$ cat src/rtl/kanagawa_sim_valid_arbiter.sv
// rtl/kanagawa_sim_valid_arbiter.sv - round-robin merge of valid-only streams through per-port FIFOs
module kanagawa_sim_valid_arbiter #(
    parameter int NUM_PORTS  = 4,
    parameter int WIDTH      = 32,
    parameter int FIFO_DEPTH = 4
) (
    input  logic                           clk,
    input  logic                           rst_n,
    input  logic                           clear_in,
    input  logic [NUM_PORTS-1:0]           valid_in,
    input  logic [NUM_PORTS*WIDTH-1:0]     data_in,
    input  logic                           stall_in,
    output logic                           valid_out,
    output logic [WIDTH-1:0]               data_out,
    output logic [$clog2(NUM_PORTS)-1:0]   port_out,
    output logic [NUM_PORTS-1:0]           overflow_out,
    output logic [15:0]                    drop_count_out
);

    localparam int PW = $clog2(NUM_PORTS);
    localparam int AW = $clog2(FIFO_DEPTH);
    localparam int CW = AW + 1;

    typedef logic [WIDTH-1:0] word_t;

    word_t          mem_q      [NUM_PORTS][FIFO_DEPTH];
    word_t          mem_d      [NUM_PORTS][FIFO_DEPTH];
    logic [AW-1:0]  rd_ptr_q   [NUM_PORTS];
    logic [AW-1:0]  rd_ptr_d   [NUM_PORTS];
    logic [AW-1:0]  wr_ptr_q   [NUM_PORTS];
    logic [AW-1:0]  wr_ptr_d   [NUM_PORTS];
    logic [CW-1:0]  count_q    [NUM_PORTS];
    logic [CW-1:0]  count_d    [NUM_PORTS];
    logic [PW-1:0]  rr_ptr_q, rr_ptr_d;
    logic           valid_q, valid_d;
    word_t          data_q, data_d;
    logic [PW-1:0]  port_q, port_d;
    logic [NUM_PORTS-1:0] overflow_q, overflow_d;
    logic [15:0]    drop_q, drop_d;

    logic           grant_valid;
    logic [PW-1:0]  grant_idx;

    // Eligibility looks only at registered occupancy, so a push never bypasses to the output.
    always_comb begin
        int idx;
        grant_valid = 1'b0;
        grant_idx   = '0;
        idx         = 0;
        for (int k = 0; k < NUM_PORTS; k++) begin
            idx = int'(rr_ptr_q) + k;
            if (idx >= NUM_PORTS) idx = idx - NUM_PORTS;
            if (!grant_valid && !stall_in && count_q[idx] != '0) begin
                grant_valid = 1'b1;
                grant_idx   = PW'(idx);
            end
        end
    end

    always_comb begin
        logic        pop;
        logic        full;
        logic        push;
        logic [4:0]  n_drop;
        logic [16:0] drop_sum;
        mem_d      = mem_q;
        rd_ptr_d   = rd_ptr_q;
        wr_ptr_d   = wr_ptr_q;
        count_d    = count_q;
        overflow_d = overflow_q;
        rr_ptr_d   = rr_ptr_q;
        valid_d    = grant_valid;
        data_d     = '0;
        port_d     = '0;
        pop        = 1'b0;
        full       = 1'b0;
        push       = 1'b0;
        n_drop     = '0;

        if (grant_valid) begin
            data_d   = mem_q[grant_idx][rd_ptr_q[grant_idx]];
            port_d   = grant_idx;
            rr_ptr_d = (grant_idx == PW'(NUM_PORTS - 1)) ? '0 : grant_idx + 1'b1;
        end

        for (int p = 0; p < NUM_PORTS; p++) begin
            pop  = grant_valid && (grant_idx == PW'(p));
            full = (count_q[p] == CW'(FIFO_DEPTH));
            // A full FIFO still takes the push when its head leaves on the same edge.
            push = valid_in[p] && (!full || pop);
            if (pop) rd_ptr_d[p] = rd_ptr_q[p] + 1'b1;
            if (push) begin
                mem_d[p][wr_ptr_q[p]] = data_in[p*WIDTH +: WIDTH];
                wr_ptr_d[p]           = wr_ptr_q[p] + 1'b1;
            end
            count_d[p] = count_q[p] + CW'(push) - CW'(pop);
            if (valid_in[p] && full && !pop) begin
                overflow_d[p] = 1'b1;
                n_drop        = n_drop + 5'd1;
            end
        end

        drop_sum = {1'b0, drop_q} + 17'(n_drop);
        drop_d   = drop_sum[16] ? 16'hFFFF : drop_sum[15:0];

        if (clear_in) begin
            for (int p = 0; p < NUM_PORTS; p++) begin
                rd_ptr_d[p] = '0;
                wr_ptr_d[p] = '0;
                count_d[p]  = '0;
            end
            rr_ptr_d   = '0;
            valid_d    = 1'b0;
            data_d     = '0;
            port_d     = '0;
            overflow_d = '0;
            drop_d     = '0;
        end
    end

    always_ff @(posedge clk or negedge rst_n) begin
        if (!rst_n) begin
            for (int p = 0; p < NUM_PORTS; p++) begin
                rd_ptr_q[p] <= '0;
                wr_ptr_q[p] <= '0;
                count_q[p]  <= '0;
            end
            rr_ptr_q   <= '0;
            valid_q    <= 1'b0;
            data_q     <= '0;
            port_q     <= '0;
            overflow_q <= '0;
            drop_q     <= '0;
        end else begin
            for (int p = 0; p < NUM_PORTS; p++) begin
                rd_ptr_q[p] <= rd_ptr_d[p];
                wr_ptr_q[p] <= wr_ptr_d[p];
                count_q[p]  <= count_d[p];
            end
            rr_ptr_q   <= rr_ptr_d;
            valid_q    <= valid_d;
            data_q     <= data_d;
            port_q     <= port_d;
            overflow_q <= overflow_d;
            drop_q     <= drop_d;
        end
    end

    // Storage needs no reset: occupancy alone decides what is readable.
    always_ff @(posedge clk) begin
        mem_q <= mem_d;
    end

    assign valid_out      = valid_q;
    assign data_out       = data_q;
    assign port_out       = port_q;
    assign overflow_out   = overflow_q;
    assign drop_count_out = drop_q;

endmodule

$ cat config.mk
export PLATFORM = sky130hd
export DESIGN_NAME = kanagawa_sim_valid_arbiter
export DESIGN_NICKNAME = d
export VERILOG_FILES = /design/src/rtl/kanagawa_sim_valid_arbiter.sv
export SDC_FILE = /design/constraint.sdc
export NUM_CORES = 1
export LEC_CHECK = 0
export CORE_MARGIN = 4
export CORE_UTILIZATION = 45
export DETAILED_ROUTE_END_ITERATION = 16
export DONT_BUFFER_PORTS = 1
export GPL_ROUTABILITY_DRIVEN = 1
export PLACE_DENSITY_LB_ADDON = 0.08
export SYNTH_ARGS = -nofsm -noshare
export SYNTH_HDL_FRONTEND = slang
export SYNTH_SLANG_ARGS = --single-unit
$ cat constraint.sdc
create_clock -name clk -period 9.3 [get_ports clk]
set_input_delay 1.86 -clock clk [delete_from_list [all_inputs] [get_ports clk]]
set_output_delay 1.86 -clock clk [all_outputs]
set_load 0.01 [all_outputs]
==> qor.csv, run 1 <==
stage,metric,value,unit
logic_synthesis,netlist_instances,1625,
timing,slew_viol_final,0,
layout,nets,1786,
logic_synthesis,yosys_warnings,0,
floorplanning,rows,86,
worst_setup_path,crit_path_frequent_cell,inv_1,
logic_synthesis,synth_ff_type,edfxtp_1,
timing,hold_violations,0,
layout,area_growth,11.2,%
hold_path,min_path_type,reg -> reg,
global_route,grt_max_degree,97,
global_route,grt_pass1_wl,93.1,mm
drt,dr.pass1.iters,4,
cts,cts_setup_buffers,0,
cts,cts-resized-gates,0,
worst_setup_path,arrival,6.94,ns
timing,timing.final.crit_period,6.43,ns
layout,fillers,4634,
job,max-cap-violations,0,
floorplanning,fp.coreArea,0.0551,mm²
layout,stdcell_area,0.0279,mm²
cts,numClockSinks,597,
worst_setup_path,path_class,in -> reg,
timing,tns,0,ns
drt,post_drt_wl_per_cell,26.5,µm
floorplanning,initial_core_util,0.455,
worst_setup_path,crit_fanout,34,
timing,max_freq,155,MHz
drt,vias_per_cell,5.65,
worst_setup_path,crit_family,simple AND/OR/NAND/NOR gates,
worst_setup_path,r2r-start,rr_ptr_q[1],
worst_setup_path,cp_num_buf_inv,4,
global_route,grt_overflow,0,
logic_synthesis,avgSynthCellArea,15.4,µm²
drt,highest_layer,met4,
timing,fin_skew,0.0148,ns
layout,multi_input_comb_area,0.00695,mm²
cts,cts_tree,built,
worst_setup_path,cp.required,9.81,ns
run_status,status,"complete, no violations",
drt,drcViolationCount,0,
pwr,finalPower,8.43,mW
timing,setup-violations-final,0,
cts,cts_made_buffers,66,
cts,clk_pin_slew,0.06,ns
timing,slew_headroom,0.240,
cts,cts_buffer_depth,3,
worst_setup_path,timing.rr.end,drop_count_out[4],
layout,regArea,0.0175,mm²
layout,antenna_cells,0,
cts,hold_buffers,0,
logic_synthesis,synth_top_area_frac,0.614,
hold_path,hold_end,overflow_out[2],
layout,fin_cells,2414,
placement,placed_area,0.0257,mm²
hold_path,hold_start,overflow_out[2],
drt,wl_met3,3.88,mm
floorplanning,die_h,244,µm
logic_synthesis,synth-edff-count,512,
logic_synthesis,synth_top_area_cell,edfxtp_1,
drt,wirelength,64.0,mm
worst_setup_path,worst_setup_path_end_kind,flop,
logic_synthesis,ys_top_cells_by_area,"edfxtp_1 61%, dfrtp_1 8.5%, mux2i_1 7.9%, a22oi_1 2.8%, nor2_1 2.5%",
floorplanning,ios,191,
worst_setup_path,critPathSlowestCell,or3_1,
placement,port_buffers,0,
logic_synthesis,netlist_area,0.0251,mm²
worst_setup_path,rr_worst_depth,20,
drt,ant_nets,0,
global_route,grt_pass1_vias,13800,
pwr,p_per_area,302,mW/mm²
floorplanning,die_w,244,µm
logic_synthesis,ys_seq_area_frac,0.698,
drt,vias,13600,
cts,clock-root-buffer,clkbuf_16,
pwr,leakage,9.33,nW
worst_setup_path,reg2reg_setup_slack,3.07,ns
drt,route.met2.wl,33.6,mm
pwr,vdd_ir_drop_max,0.164,mV
logic_synthesis,syn_nets,1798,
layout,drive_gt1_frac,0.110,
timing,fin_crit_sh,0.692,
placement,place_inst,2293,
timing,tightest_slew,1.14,ns
logic_synthesis,yosysUniqueCellTypes,64,
global_route,gr-usage-all-layers,0.212,
worst_setup_path,crit_path_start_kind,input pin,
drt,wl_met1,25.0,mm
logic_synthesis,async_reset_ff_frac,0.142,
floorplanning,die-area,0.0595,mm²
drt,drt_iter0_drc,924,
global_route,antenna_found_initial,0,
cts,cts-htree-levels,3,
placement,globalplace.congestion,0.820,
placement,dp_hpwl,39.1,mm
hold_path,holdPathStages,2,
timing,rsz0062_at_grt,no,
logic_synthesis,ys_ff_latch,597,
worst_setup_path,critPathMaxStageDelay,0.64,ns
worst_setup_path,crit_path_cell_trace,a31o_2 -> o22ai_2 -> o211a_4 -> clkinv_2 -> nor3_1 -> or3b_1 -> inv_1 -> ha_1 -> xnor2_1 -> xnor2_1 -> ha_1 -> inv_1 -> fa_1 -> inv_1 -> a21oi_1 -> o21bai_1 -> nand3_1 -> or3_1 -> a21oi_1,
cts,insertion_delay,0.59,ns
power breakdown:
| group | leakage, nW | internal (mW) | switching (mW) |
|---|---|---|---|
| combinational | 2.43 | 0.764 | 1.62 |
| clock | 1.06 | 1.54 | 1.05 |
| sequential | 5.83 | 3.29 | 0.159 |
| total | 9.33 | 5.60 | 2.83 |
state kept, by name, indices dropped and copies added (netlist names):
signal / cells
valid_out: 1
count_q: 12
wr_ptr_q: 8
mem_q: 512
overflow_out: 4
port_out: 2
drop_count_out: 16
rr_ptr_q: 2
data_out: 32
rd_ptr_q: 8
cells in the final DEF (no fill, tap or decap), drive strengths merged, types with 4 or more instances in the layout:
cell type,netlist,final
clkbuf,65,101
buf,33,18
a31oi,4,4
inv,47,50
a22oi,94,94
nand3,10,10
nor2b,12,12
xor2,6,6
nor2,167,167
edfxtp,512,512
nand2,31,31
o211ai,32,32
fa,5,5
and2,11,11
and3,14,14
clkinv,1,15
mux2i,199,199
a21oi,26,26
dfrtp,85,85
mux2,33,33
or3,7,7
nand4b,31,31
a21boi,31,31
o2111ai,32,32
or2,4,4
or4,4,4
ha,32,32
xnor2,27,27
nor3,5,5
a221oi,33,33
metal layers:
metal,vias to the layer above,track usage
met4,0,0.0555
met5,-,0
met2,297,0.383
li1,6249,-
met1,7016,0.249
met3,86,0.0623
layout make-up:
type                    instances  area share
clock buffers                 101      0.0698
clock inverters                20     0.00763
inverters                      48     0.00669
multi-input cells             882       0.249
flip-flops and latches        597       0.628
well taps                     748      0.0336
repair buffers                 18     0.00485
worst register-to-register path: cells and delay by family, from the launching register on:
kind	cells	cell delay (ns)
xor+xnor	2	0.43
simple gates	7	2.75
fa+ha+maj	3	0.92
flops	1	0.54
buf+inv	4	0.51
compound gates	4	1.00
worst max-delay path by stage:
stage | start | end | slack [ns] | cells after the start
after CTS | stall_in | drop_count_out[4] | 2.88 | 19
after global routing | stall_in | drop_count_out[10] | 2.40 | 20
after floorplan | stall_in | drop_count_out[10] | 3.24 | 21
after global placement | stall_in | drop_count_out[1] | 2.38 | 19
final | stall_in | drop_count_out[4] | 2.87 | 19
after detailed placement | stall_in | drop_count_out[4] | 2.25 | 19
Yosys cell counts, types with 32 or more instances:
master,count
edfxtp_1,512
mux2i_1,197
nor2_1,165
a22oi_1,94
dfrtp_1,85
clkbuf_1,64
inv_1,46
ha_1,32
o2111ai_1,32
o211ai_1,32
logic make-up after synthesis:
kind of cell / after synthesis / synth area share
compound gates: 276 / 0.0856
xor+xnor: 33 / 0.0115
fa+ha+maj: 37 / 0.0200
buf+inv: 146 / 0.0257
flops: 597 / 0.698
mux: 232 / 0.0991
other cells: 1 / 0.000150
simple gates: 303 / 0.0596
per-stage QoR:
stage / utilization / worst slack (ns) / hold slack, ns
floorplan: - / 3.24 / 0.518
global placement: 0.467 / 2.38 / 0.560
detailed placement: 0.467 / 2.25 / 0.572
CTS: 0.506 / 2.88 / 0.582
global route: 0.506 / 2.40 / 0.595
finish: 0.506 / 2.87 / 0.579
No activity file was read; power rests on OpenSTA's default activity.
==> run 2: changes to the inputs <==
Clock period 9.3 ns to 5.7 ns, I/O delays scaled along.
==> run 2 against run 1 <==
Net effect:
- setup slack worse by 2.5 ns
- via count is 1.0% higher
- sequential power is 63% higher
- total power is 65% higher
- design area is 1.0% higher
- clock power is 63% higher
- worst hold slack worse by 0.34 ns
- flip-flop and latch count stayed put
- wire length is 2.1% higher
- final cell count is 1.1% higher
- die area stayed put
- register-to-register slack worse by 2.7 ns
- critical endpoint is now drop_count_out[1]
- largest cell class unchanged
- largest power group unchanged
==> qor.csv, run 2 (synthesis results as in run 1) <==
stage,metric,value,unit
drt,vias_per_cell,5.65,
timing,slew_viol_final,0,
layout,final_common_cell,edfxtp_1,
layout,antenna_cells,0,
placement,port_buffers,0,
floorplanning,ios,191,
timing,max_freq,186,MHz
cts,cts_buffer_depth,3,
timing,fin_crit_sh,0.941,
worst_setup_path,r2r-start,count_q[7],
pwr,power_switching_share,0.338,
run_status,status,"complete, no violations",
drt,dr.pass1.iters,5,
worst_setup_path,critPathMaxStageDelay,0.58,ns
drt,ant_nets,0,
cts,cts_made_buffers,67,
cts,cts-htree-levels,3,
pwr,internal_power,9.22,mW
cts,cts_tree,built,
pwr,vdd_ir_drop_max,0.272,mV
timing,rsz0062_at_grt,no,
worst_setup_path,cp.required,6.21,ns
placement,dp_hpwl,41.6,mm
worst_setup_path,crit_fanout,13,
layout,nets,1813,
layout,fin_cells,2441,
drt,post_drt_wl_per_cell,26.7,µm
timing,fin_hold_ws,0.242,ns
floorplanning,rows,86,
layout,largest_register,mem_q,
floorplanning,die_h,244,µm
worst_setup_path,arrival,5.87,ns
cts,insertion_delay,0.60,ns
worst_setup_path,crit_family,simple AND/OR/NAND/NOR gates,
drt,wirelength,65.3,mm
pwr,seq_power_share,0.404,
global_route,grt_overflow,0,
layout,fillers,4624,
timing,fin_skew,0.0190,ns
global_route,gr-usage-all-layers,0.217,
drt,drcViolationCount,0,
global_route,antenna_found_initial,0,
pwr,power_frac_comb,0.294,
timing,setup-violations-final,0,
cts,clock-root-buffer,clkbuf_16,
global_route,grt_pass1_vias,13900,
drt,vias,13800,
pwr,leakage,9.46,nW
drt,drt_iter0_drc,869,
hold_path,min_path_type,in -> async,
pwr,switchingPower,4.70,mW
cts,clk_pin_slew,0.06,ns
worst_setup_path,crit_path_cell_trace,or4_4 -> a2111oi_4 -> o22ai_2 -> o311a_4 -> clkinv_4 -> nor3_1 -> or3b_1 -> inv_1 -> ha_1 -> xnor2_1 -> xnor2_1 -> ha_1 -> inv_1 -> fa_1 -> inv_1 -> a21oi_1 -> o21bai_1 -> nand3_2 -> or3_4 -> a21oi_1,
global_route,grt_max_degree,86,
worst_setup_path,path_class,reg -> reg,
worst_setup_path,cp_num_buf_inv,4,
layout,drive_gt1_frac,0.127,
floorplanning,fp.coreArea,0.0551,mm²
layout,largest_reg_flops,512,
floorplanning,initial_core_util,0.455,
placement,place_inst,2319,
pwr,p_per_area,495,mW/mm²
placement,globalplace.congestion,0.821,
worst_setup_path,critPathSlowestCell,or4_4,
cts,numClockSinks,597,
timing,slew_headroom,0.377,
floorplanning,die-area,0.0595,mm²
layout,area_growth,12.4,%
timing,tightest_slew,0.935,ns
timing,tns,0,ns
pwr,finalPower,13.9,mW
worst_setup_path,crit_path_start,count_q[7],
timing,timing.final.crit_period,5.36,ns
global_route,grt_pass1_wl,94.3,mm
floorplanning,die_w,244,µm
worst_setup_path,crit_path_start_kind,flop,
worst_setup_path,crit_path_frequent_cell,inv_1,
job,max-cap-violations,0,
layout,final_cell_mix,"512 x edfxtp_1, 197 x mux2i_1, 165 x nor2_1, 94 x a22oi_1, 82 x dfrtp_1",
worst_setup_path,worst_setup_path_end_kind,flop,
timing,hold_violations,0,
pwr,clkPwrFrac,0.303,
[run 2: cell count changes in the layout (fill, tap and decap cells not counted), sizes merged]
cell / change
clkinv: +3
clkbuf: -5
clkinvlp: +3
bufinv: +1
buf: +26
inv: -1
[run 2: through the flow]
step / area (µm²) / setup WS, ns / utilization
after floorplan: 25100 / 0.355 / -
after global placement: 26000 / 0.0881 / 0.472
after detailed placement: 26000 / 0.0116 / 0.472
after CTS: 28200 / 0.0733 / 0.511
after global routing: 28200 / 0.0120 / 0.511
final: 28200 / 0.337 / 0.511
[run 2: layout make-up]
class,count,area [µm²],area share
clock inverter,26,275,0.00977
clock buffer,96,1890,0.0670
inverter,48,186,0.00662
timing repair buffer,44,405,0.0144
sequential,597,17500,0.622
multi-input combinational,882,6960,0.247
tap,748,936,0.0332
[run 2: power by group through the flow]
stage	Combinational (mW)	Sequential (mW)	Clock [mW]
after global routing	4.45	5.67	4.50
final	4.09	5.62	4.21
after floorplan	2.72	5.64	0
after CTS	4.16	5.63	4.32
after detailed placement	4.14	5.71	0
after global placement	4.10	5.70	0
[run 2: path summary, 6_finish.rpt]
path | end | depth (start not counted) | slack, ns
max reg2reg | drop_count_out[1] | 20 | 0.34
max in group asynchronous | data_out[12] | 0 | 5.25
min reg2reg | overflow_out[2] | 2 | 0.56
min in group clk | overflow_out[2] | 2 | 0.56
max | drop_count_out[1] | 20 | 0.34
min | drop_count_out[14] | 0 | 0.24
[run 2: layer usage]
| layer | up-vias | GRT usage | part of all wire |
|---|---|---|---|
| met1 | 7042 | 0.266 | 0.41 |
| met5 | - | 0 | 0 |
| met3 | 103 | 0.0606 | 0.060 |
| met2 | 324 | 0.370 | 0.50 |
| li1 | 6315 | - | - |
| met4 | 0 | 0.0783 | 0.035 |
[run 2: worst register-to-register path, cell delays in order (launching register included)]
cell and delay [ns]:
dfrtp_1 0.45, or4_4 0.58, a2111oi_4 0.38, o22ai_2 0.17, o311a_4 0.41, clkinv_4 0.11, nor3_1 0.07, or3b_1 0.46
inv_1 0.09, ha_1 0.24, xnor2_1 0.25, xnor2_1 0.15, ha_1 0.19, inv_1 0.06, fa_1 0.41, inv_1 0.07
a21oi_1 0.06, o21bai_1 0.25, nand3_2 0.21, or3_4 0.51, a21oi_1 0.18
[run 2: repair_timing]
action                                  in CTS  in global routing
buffers inserted                             0                  0
hold buffers                                 0                  0
gates resized for setup                      0                  3
endpoints found under the setup margin       0                 14
==> run 3: changes to the inputs <==
Settings changed: CORE_UTILIZATION 45 to 55, HOLD_SLACK_MARGIN from default to 0.05.
==> run 3 against run 2 <==
Net effect:
- fmax decreased by 1.8%
- via count is 0.65% higher
- clock skew fell by 0.0027 ns
==> qor.csv, run 3 (synthesis results as in run 1) <==
stage,metric,value,unit
floorplanning,ios,191,
cts,cts_buffer_depth,3,
cts,insertion_delay,0.62,ns
cts,cts-htree-levels,2,
drt,vias_per_cell,6.13,
job,max-cap-violations,0,
drt,vias,13900,
layout,area_growth,11.1,%
timing,tightest_slew,1.13,ns
layout,final_common_cell,edfxtp_1,
cts,clock-root-buffer,clkbuf_16,
hold_path,min_path_type,in -> async,
worst_setup_path,path_class,reg -> reg,
placement,port_buffers,0,
placement,globalplace.congestion,0.826,
floorplanning,die_w,221,µm
drt,drcViolationCount,0,
floorplanning,die-area,0.0490,mm²
drt,wirelength,61.5,mm
worst_setup_path,arrival,5.99,ns
floorplanning,fp.coreArea,0.0446,mm²
timing,timing.final.crit_period,5.46,ns
drt,drt_iter0_drc,1141,
global_route,gr-usage-all-layers,0.247,
worst_setup_path,critPathSlowestCell,or4_4,
timing,layout_setup_ws,0.237,ns
cts,cts_tree,built,
worst_setup_path,cp.required,6.23,ns
placement,dp_hpwl,38.9,mm
timing,max_freq,183,MHz
timing,setup-violations-final,0,
drt,dr.pass1.iters,5,
timing,tns,0,ns
global_route,antenna_found_initial,1,
placement,preCtsSetupSlack,0.0343,ns
worst_setup_path,crit_path_frequent_cell,inv_1,
drt,post_drt_wl_per_cell,27.2,µm
layout,drive_gt1_frac,0.116,
worst_setup_path,crit_family,simple AND/OR/NAND/NOR gates,
cts,cts_setup_buffers,0,
timing,fin_crit_sh,0.959,
global_route,grt_overflow,0,
layout,fillers,3236,
cts,cts_made_buffers,59,
worst_setup_path,crit_path_cell_trace,or4_4 -> a2111oi_4 -> o22ai_2 -> o311a_4 -> clkinv_4 -> nor3_1 -> or3b_1 -> inv_1 -> ha_1 -> xnor2_1 -> xnor2_1 -> ha_1 -> inv_1 -> fa_1 -> inv_1 -> a21oi_1 -> o21bai_1 -> nand3_2 -> or3_4 -> a21oi_1,
pwr,leakage,9.37,nW
timing,fin_skew,0.0164,ns
layout,largest_register,mem_q,
floorplanning,rows,77,
timing,slew_viol_final,0,
pwr,vdd_ir_drop_max,0.357,mV
run_status,status,"complete, no violations",
timing,rsz0062_at_grt,no,
cts,hold_buffers,0,
layout,antenna_cells,0,
worst_setup_path,critPathMaxStageDelay,0.58,ns
worst_setup_path,crit_path_start_kind,flop,
drt,ant_nets,0,
global_route,grt_pass1_wl,90.9,mm
layout,regArea,0.0175,mm²
worst_setup_path,cp_num_buf_inv,4,
pwr,finalPower,13.7,mW
cts,clk_pin_slew,0.06,ns
floorplanning,initial_core_util,0.562,
timing,hold_violations,0,
worst_setup_path,worst_setup_path_end_kind,flop,
layout,final_cell_mix,"512 x edfxtp_1, 197 x mux2i_1, 165 x nor2_1, 94 x a22oi_1, 82 x dfrtp_1",
layout,nets,1798,
floorplanning,die_h,221,µm
global_route,grt_pass1_vias,14200,
layout,largest_reg_flops,512,
layout,multi_input_comb_area,0.00696,mm²
timing,slew_headroom,0.242,
worst_setup_path,crit_fanout,13,
cts,numClockSinks,597,
pwr,p_per_area,494,mW/mm²
global_route,grt_max_degree,98,
## run 3: cell count changes in the layout (fill, tap and decap cells not counted)
cell | before | now
and2_1 | 7 | 11
and2_2 | 4 | 0
buf_12 | 6 | 9
buf_4 | 38 | 28
bufinv_16 | 4 | 11
clkbuf_1 | 21 | 16
clkbuf_16 | 69 | 61
clkbuf_8 | 6 | 3
clkinv_1 | 3 | 4
clkinv_2 | 10 | 11
clkinv_4 | 3 | 1
clkinv_8 | 2 | 0
inv_6 | 3 | 0
## run 3: stage by stage
step,utilization,instance area [µm²],hold WS (ns),std cells
global placement,0.578,25800,0.560,2156
detailed placement,0.578,25800,0.559,2156
finish,0.624,27800,0.219,2264
global route,0.624,27800,0.192,2264
CTS,0.624,27800,0.184,2264
floorplan,-,25100,0.518,1625
## run 3: path summary, 6_finish.rpt
path                                          end  slack, ns            start  cells past startpoint
worst max-delay path            drop_count_out[7]       0.24       count_q[7]                     20
worst min-delay path                  data_out[6]       0.22            rst_n                      0
worst max register to register  drop_count_out[7]       0.24       count_q[7]                     20
worst min register to register    overflow_out[2]       0.57  overflow_out[2]                      2
max in group asynchronous            data_out[16]       5.27            rst_n                      0
min in group clk                  overflow_out[2]       0.57  overflow_out[2]                      2
## run 3: metal layers
metal / GRT usage / share of wire / vias up / wire (µm)
li1: - / - / 6264 / -
met1: 0.303 / 0.39 / 7104 / 23800
met2: 0.421 / 0.51 / 398 / 31100
met3: 0.0648 / 0.069 / 108 / 4240
met4: 0.0986 / 0.039 / 0 / 2400
met5: 0 / 0 / - / 0
## run 3: repair_timing
action	4_1_cts	5_1_grt
endpoints found under the hold margin	0	0
resized for setup	0	3
endpoints found under the setup margin	0	14
## run 3: power breakdown
part           switching [mW]  internal [mW]
sequential              0.253           5.37
clock                    1.61           2.49
combinational            2.68           1.34
total                    4.54           9.20
## run 3: area by class of cell
cell class              instances  share of cell area
clock buffers                  80              0.0585
clock inverters                28              0.0150
inverters                      48             0.00670
multi-input cells             882               0.250
flip-flops and latches        597               0.629
well taps                     592              0.0266
repair buffers                 37              0.0140
